<file path="src/rtl/spi_mnrch_arb.sv">
// Two-port arbiter in front of a single SPI_mnrch: latches one-cycle requests, grants
// round-robin, runs one transfer at a time and guards each transfer with a watchdog.
module spi_mnrch_arb #(
    parameter int TO_BITS = 12
) (
    input  logic        clk,
    input  logic        rst_n,
    input  logic        wrt0,
    input  logic [15:0] cmd0,
    output logic        done0,
    output logic [15:0] rd_data0,
    input  logic        wrt1,
    input  logic [15:0] cmd1,
    output logic        done1,
    output logic [15:0] rd_data1,
    output logic        spi_wrt,
    output logic [15:0] spi_cmd,
    input  logic        spi_done,
    input  logic [15:0] spi_rd_data,
    output logic        busy,
    output logic        err_to,
    output logic        err_ovr
);

    typedef enum logic [1:0] {IDLE, LAUNCH, XFER} state_t;

    state_t             state;
    logic [1:0]         pend;
    logic [15:0]        cmd_q [2];
    logic [15:0]        rd_q [2];
    logic [1:0]         done_q;
    logic               gnt;
    logic               last_gnt;
    logic [TO_BITS-1:0] wd;
    logic [TO_BITS-1:0] wd_nxt;
    logic               finish;
    logic               win;
    logic [1:0]         wrt_v;
    logic [15:0]        cmd_v [2];

    always_comb begin
        wrt_v    = {wrt1, wrt0};
        cmd_v[0] = cmd0;
        cmd_v[1] = cmd1;
        wd_nxt   = wd + 1'b1;
        // Timeout once the counter would reach all-ones: 2**TO_BITS-1 clocks spent in XFER.
        finish   = (state == XFER) && (spi_done || (&wd_nxt));
        win      = (pend == 2'b11) ? ~last_gnt : pend[1];
    end

    always_ff @(posedge clk or negedge rst_n) begin
        if (!rst_n) begin
            state    <= IDLE;
            pend     <= '0;
            cmd_q[0] <= '0;
            cmd_q[1] <= '0;
            rd_q[0]  <= '0;
            rd_q[1]  <= '0;
            done_q   <= '0;
            gnt      <= 1'b0;
            last_gnt <= 1'b1;
            wd       <= '0;
            spi_wrt  <= 1'b0;
            spi_cmd  <= '0;
            err_to   <= 1'b0;
            err_ovr  <= 1'b0;
        end else begin
            done_q  <= '0;
            spi_wrt <= 1'b0;

            for (int p = 0; p < 2; p++) begin
                if (finish && (gnt == p[0])) pend[p] <= 1'b0;
                // NOTE: the later non-blocking assignment wins, so a request arriving on the
                // same edge its pend clears is accepted rather than flagged as an overrun.
                if (wrt_v[p]) begin
                    if (pend[p] && !(finish && (gnt == p[0]))) begin
                        err_ovr <= 1'b1;
                    end else begin
                        pend[p]  <= 1'b1;
                        cmd_q[p] <= cmd_v[p];
                    end
                end
            end

            case (state)
                IDLE: begin
                    if (|pend) begin
                        gnt     <= win;
                        spi_cmd <= cmd_q[win];
                        spi_wrt <= 1'b1;
                        state   <= LAUNCH;
                    end
                end
                LAUNCH: begin
                    wd    <= '0;
                    state <= XFER;
                end
                XFER: begin
                    if (finish) begin
                        rd_q[gnt]   <= spi_done ? spi_rd_data : 16'h0000;
                        done_q[gnt] <= 1'b1;
                        last_gnt    <= gnt;
                        state       <= IDLE;
                        if (!spi_done) err_to <= 1'b1;
                    end else begin
                        wd <= wd_nxt;
                    end
                end
                default: state <= IDLE;
            endcase
        end
    end

    assign done0    = done_q[0];
    assign done1    = done_q[1];
    assign rd_data0 = rd_q[0];
    assign rd_data1 = rd_q[1];
    assign busy     = (state != IDLE);

endmodule

</file>
<file path="config.mk">
export PLATFORM = sky130hd
export DESIGN_NAME = spi_mnrch_arb
export DESIGN_NICKNAME = d
export VERILOG_FILES = /design/src/rtl/spi_mnrch_arb.sv
export SDC_FILE = /design/constraint.sdc
export NUM_CORES = 1
export LEC_CHECK = 0
export ABC_AREA = 1
export BUFFER_PORTS_ARGS = -buffer_cell sky130_fd_sc_hd__clkbuf_2
export CORE_MARGIN = 2
export CORE_UTILIZATION = 40
export DETAILED_ROUTE_END_ITERATION = 7
export GPL_TIMING_DRIVEN = 0
export MAX_ROUTING_LAYER = met4
export PLACE_DENSITY = 0.71
export SLEW_MARGIN = 10
export SYNTH_ARGS = -nofsm -noshare
export SYNTH_HDL_FRONTEND = slang
export SYNTH_SLANG_ARGS = --single-unit
</file>
<file path="constraint.sdc">
create_clock -name clk -period 4.5 [get_ports clk]
set_clock_uncertainty 0.15 [all_clocks]
set_input_delay 0.9 -clock clk [delete_from_list [all_inputs] [get_ports clk]]
set_output_delay 0.9 -clock clk [all_outputs]
set_load 0.005 [all_outputs]
</file>
Word-level counts from Yosys, hierarchy flattened
Cells that the tools add are included.
{ "totals": {"wordCells": 84, "romBits": 0, "inputBits": 53, "reg_bits": 103, "ramBits": 0, "latch_bits": 0, "out_inout_bits": 54, "n_memories": 0} }
{ "classes": {"n_addsub": 1, "div": 0, "mux": 29, "n_shift": 0, "order_cmp": 5, "mul": 0, "bitwise": 7, "reduce_logical": 22, "eq_ne": 6} }
{ "ops": {"columns": ["operator", "count"], "rows": [
  ["16-bit two-way mux", 5],
  ["32-bit bitwise mux", 1],
  ["12-bit case mux with 2 select lines", 1],
  ["16-bit demux with 1-bit select", 1],
  ["1-bit two-way mux", 14],
  ["12-bit by 1-bit adder with 12-bit output, second input constant", 1],
  ["12-bit two-way mux", 1],
  ["12-bit AND reduction", 1],
  ["2-bit AND reduction", 6],
  ["2-bit two-way mux", 4],
  ["1-bit logical AND", 7],
  ["2-bit != test, second input constant", 3],
  ["2-bit case mux with 3 select lines", 1],
  ["1-bit inverter", 5],
  ["2-bit == test, second input constant", 2],
  ["2-bit >= comparator, second input constant", 2],
  ["1-bit inverter with 2-bit output", 2],
  ["2-bit nonzero test", 2],
  ["3-bit AND reduction", 1],
  ["2-bit by 1-bit == test with 1-bit output, second input constant", 1],
  ["1-bit zero test", 2],
  ["2-bit zero test", 1],
  ["1-bit by 2-bit < comparator with 1-bit output, second input constant", 1],
  ["2-bit by 1-bit < comparator with 1-bit output, second input constant", 1],
  ["other kinds (4)", 4]
]} }

Depth between registers and ports, before layout
{ "logic_depth": {"depth_word": 11, "mapped_depth": 16, "ltp_nobuf": 15} }

Least setup slack after synthesis
Ideal clock, no wire load.
{ "synth_timing": {"path_type": "input port to flip-flop", "start": "input spi_done", "end": "register cmd_q[6] in the netlist's numbering", "slack_ns": 2.331, "path_stages": 9, "setup_time_ns": 0.116, "required_ns": 4.234, "n_path_buf": 2, "t_arrival_ns": 1.902, "path_cell_list": "clkbuf_1 > inv_1 > nand2_4 > nand3_4 > nand2_4 > nand2_4 > buf_6 > nand2_1 > nand2_1"} }
{ "synth_via": {"elab_chain_cells": 7} }
{ "synth_rtl": {"columns": ["item", "line_no", "rtl"], "rows": [
  ["start: declaration", "18", "input logic spi_done,"],
  ["1-bit logical OR", "47", "finish = (state == XFER) && (spi_done || (&wd_nxt));"],
  ["1-bit logical AND", "47", null],
  ["1-bit logical AND", "76", "if (pend[p] && !(finish && (gnt == p[0]))) begin"],
  ["1-bit zero test", "76", null],
  ["1-bit logical AND", "76", null],
  ["1-bit inverter (no source line)", null, null],
  ["2-bit AND reduction (no source line)", null, null],
  ["end signal: indexed assignment", "80", "cmd_q[p] <= cmd_v[p];"],
  ["end: declaration", "29", "logic [15:0] cmd_q [2];"]
]} }
No other way between the ends.
A chain may end at the register's enable or synchronous reset.

Final worst setup path
{ "layout_timing": {"start": "register wd[0]", "end": "register rd_q (netlist bit rd_data0[9])"} }
{ "layout_via": {"elab_chain_cells": 5} }
{ "layout_rtl": {"columns": ["item", "line_no", "rtl"], "rows": [
  ["start: declaration", "34", "logic [TO_BITS-1:0] wd;"],
  ["start signal: assignment", "106", "wd <= wd_nxt;"],
  ["12-bit by 1-bit adder with 12-bit output", "45", "wd_nxt = wd + 1'b1;"],
  ["12-bit AND reduction", "47", null],
  ["1-bit logical OR", "47", null],
  ["1-bit logical AND", "47", null],
  ["2-bit AND reduction (no source line)", null, null],
  ["end signal: indexed assignment", "100", "rd_q[gnt] <= spi_done ? spi_rd_data : 16'h0000;"],
  ["end: declaration", "30", "logic [15:0] rd_q [2];"]
]} }
No other way between the ends.

==> results.py <==
metrics = {
    "synthesis": {
        "synth_compound_area_share_pct": 8.26,
        "synth_seq_area_share_pct": 58.9,
        "synth_top_family_by_area": "simple AND/OR/NAND/NOR gates",
        "ys.flop_type": "dfrtp_1",
        "synth_xor_area_share_pct": 0.200,
        "synth_cell_types": 28,
        "syn_area_um2": 4380,
        "yosysWarnings": 0,
        "synthAdderAreaFrac_pct": 0.572,
        "synthArstFlopShare_pct": 100,
        "synth-edff-count": 0,
        "synth_mux_area_share_pct": 0,
        "synthSimpleGateAreaFrac_pct": 28.0,
        "ys_ff_latch": 103,
        "synth_fp_nets": 548,
        "synthCells": 493,
        "synth.avg_cell_area_um2": 8.88,
    },
    "placed_design": {
        "placed_area_um2": 5080,
        "io_buffer_count": 103,
        "dp_hpwl_mm": 7.75,
        "globalplace.congestion": 0.869,
    },
    "sta": {
        "setup_viol": 0,
        "rsz0062_at_grt": "false",
        "timing.final.crit_share_pct": 54.6,
        "maxSlewViolCount": 0,
        "max-slew-margin-rel_pct": 46.2,
        "worst_pin_slew_ns": 0.807,
        "finalCriticalPeriod_ns": 2.46,
        "fmax_mhz": 407,
        "hold_violations": 0,
        "finalSetupTns_ns": 0,
    },
    "run_status": {
        "status": "finished clean",
    },
    "final_layout": {
        "final_cell_mix": "nand2_1 (182), dfrtp_1 (102), clkbuf_2 (102)",
        "final-seq-area_um2": 2580,
        "multiInputGateArea_um2": 1620,
        "final_area_um2": 5280,
        "final_common_cell": "nand2_1",
        "area_growth_pct": 20.7,
        "layout.nets": 662,
        "drive_above_1_share_pct": 23.7,
        "diodes": 0,
        "fillers": 1038,
    },
    "critical_path": {
        "setup.worst_path.class": "reg2reg",
        "setup.worst_path.end_class": "register",
        "crit_required_ns": 4.59,
        "reg2reg_depth": 14,
        "critPathArrivalTime_ns": 2.55,
        "r2r_slack_ns": 2.04,
        "worstReg2RegEnd": "rd_data0[9]$_DFFE_PN0P_",
        "path_max_fanout": 10,
        "start_kind": "register",
        "r2r-start": "wd[0]$_DFFE_PN0P_",
    },
    "clock_network": {
        "clock_path_buffers": 2,
        "cts_resized": 0,
        "htreeDepth": 3,
        "cts-root-buf": "clkbuf_8",
        "clk_pin_slew_ns": 0.10,
        "cts_hold_buf": 0,
        "cts.sinks": 103,
        "cts_tree": "yes",
        "clock_latency_ns": 0.37,
        "cts_inserted_buffers": 9,
        "cts_setup_buffers": 0,
    },
    "global_routing": {
        "grt_pass1_wl_mm": 17.7,
        "grt_antenna_before_repair": 0,
        "gr-total-overflow": 0,
        "grt_max_degree": 104,
        "grt_use_total_pct": 19.8,
        "grt_pass1_vias": 3704,
    },
    "routing": {
        "drt_wl_total_mm": 10.7,
        "num_vias": 3770,
        "antenna_left": 0,
        "initialDrtViolationCount": 207,
        "remaining_drc_errors": 0,
        "avgRoutedWirePerCell_um": 14.2,
        "vias_per_cell": 5.01,
        "first_pass_iters": 5,
    },
    "die": {
        "die_h_um": 109,
        "rows": 38,
        "ioPinCount": 107,
        "start_util_pct": 40.7,
        "die_area_um2": 11800,
        "core_area_um2": 10700,
        "die-width_um": 109,
    },
    "job": {
        "drv_cap": 0,
    },
    "power_and_ir_drop": {
        "ir_drop_mv": 0.277,
        "powerDensity_nw_per_um2": 601,
        "power.leakage_uw": 0.00266,
    },
    "worst_hold_path": {
        "holdCritStartpoint": "last_gnt$_DFFE_PN1P_",
        "worstHoldEndpoint": "last_gnt$_DFFE_PN1P_",
        "hp-class": "reg2reg",
        "min_path_cells": 2,
    },
}
-- cell families after synthesis --
logic type,count (synthesis)
AND/OR/NAND/NOR,282
flip-flops,103
AO/OA/AOI/OAI,65
buffers and inverters,40
adder cells (fa/ha/maj),2
XOR/XNOR,1
-- layout make-up --
class | instances | share of cell area (%)
flip-flops and latches | 103 | 48.8
repair buffers | 103 | 9.92
plain buffers | 22 | 2.08
inverters | 18 | 1.28
clock buffers | 9 | 2.34
clock inverters | 7 | 1.54
well taps | 140 | 3.32
multi-input cells | 350 | 30.7
-- cells in the mapped netlist (all sizes together) (2+ instances only) --
cell    instances  share of area, %
nand2         191                17
dfrtp         102                58
nand3          52               6.6
o21ai          42               4.9
nor2           35               3.3
inv            17               1.5
a31oi          16               2.3
clkbuf         14               1.2
buf             8               1.3
o22ai           4              0.57
ha              2              0.57
nand3b          2              0.34
o21bai          2              0.34
-- worst max-delay path by stage --
stage,from,to,slack (ns),depth (start not counted)
finish,wd[0]$_DFFE_PN0P_,rd_data0[9]$_DFFE_PN0P_,2.04,14
global placement,rst_n,cmd_q[22]$_DFFE_PN0P_,1.06,1
floorplan,spi_done,cmd_q[6]$_DFFE_PN0P_,2.33,9
detailed placement,spi_done,rd_data0[9]$_DFFE_PN0P_,2.02,7
global route,wd[1]$_DFFE_PN0P_,rd_data0[10]$_DFFE_PN0P_,1.79,12
CTS,wd[0]$_DFFE_PN0P_,rd_data0[9]$_DFFE_PN0P_,2.06,14
-- where the power goes --
group	leakage, µW	internal (µW)	switching (µW)
sequential	0.00130	1290	223
combinational	0.00126	416	646
clock	0.000100	263	332
total	0.00266	1970	1200
-- flip-flops by register name, summed over array words and instances, names as in the netlist --
name	cells
cmd_q	32
rd_data0	16
rd_data1	16
spi_cmd	16
wd	12
done_q	2
pend	2
state	2
err_ovr	1
err_to	1
gnt	1
last_gnt	1
spi_wrt	1
-- critical path: stages, from the launching register on --
cell and delay, ns:
dfrtp_1 0.43, ha_1 0.24, nand2_2 0.10, inv_1 0.08, nand2_1 0.07, nand2_1 0.06
nor2_1 0.16, nand2_1 0.08, nor2_1 0.11, nand2_2 0.09, nand2_4 0.10, nand3_4 0.14
clkbuf_1 0.31, nand2_1 0.13, o21ai_0 0.08
-- per-stage QoR --
stage / utilization [%] / cells / hold slack, ns / total power (µW) / worst slack, ns
finish: 49.2 / 752 / 0.325 / 3170 / 2.04
global route: 49.2 / 752 / 0.351 / 3420 / 1.79
detailed placement: 47.3 / 736 / 0.308 / 2610 / 2.02
global placement: 47.2 / 736 / 0.305 / 2560 / 1.06
floorplan: - / 493 / 0.292 / 2110 / 2.33
CTS: 49.2 / 752 / 0.332 / 3200 / 2.06
-- per-layer routing --
layer | vias to the layer above | global-route usage (%) | part of all wire (%)
met4 | 0 | 7.88 | 2.2
met2 | 110 | 30.6 | 49
li1 | 1832 | - | -
met1 | 1807 | 26.1 | 44
met3 | 21 | 3.59 | 5.2
met5 | - | - | 0
No activity file was read; power rests on OpenSTA's default activity.
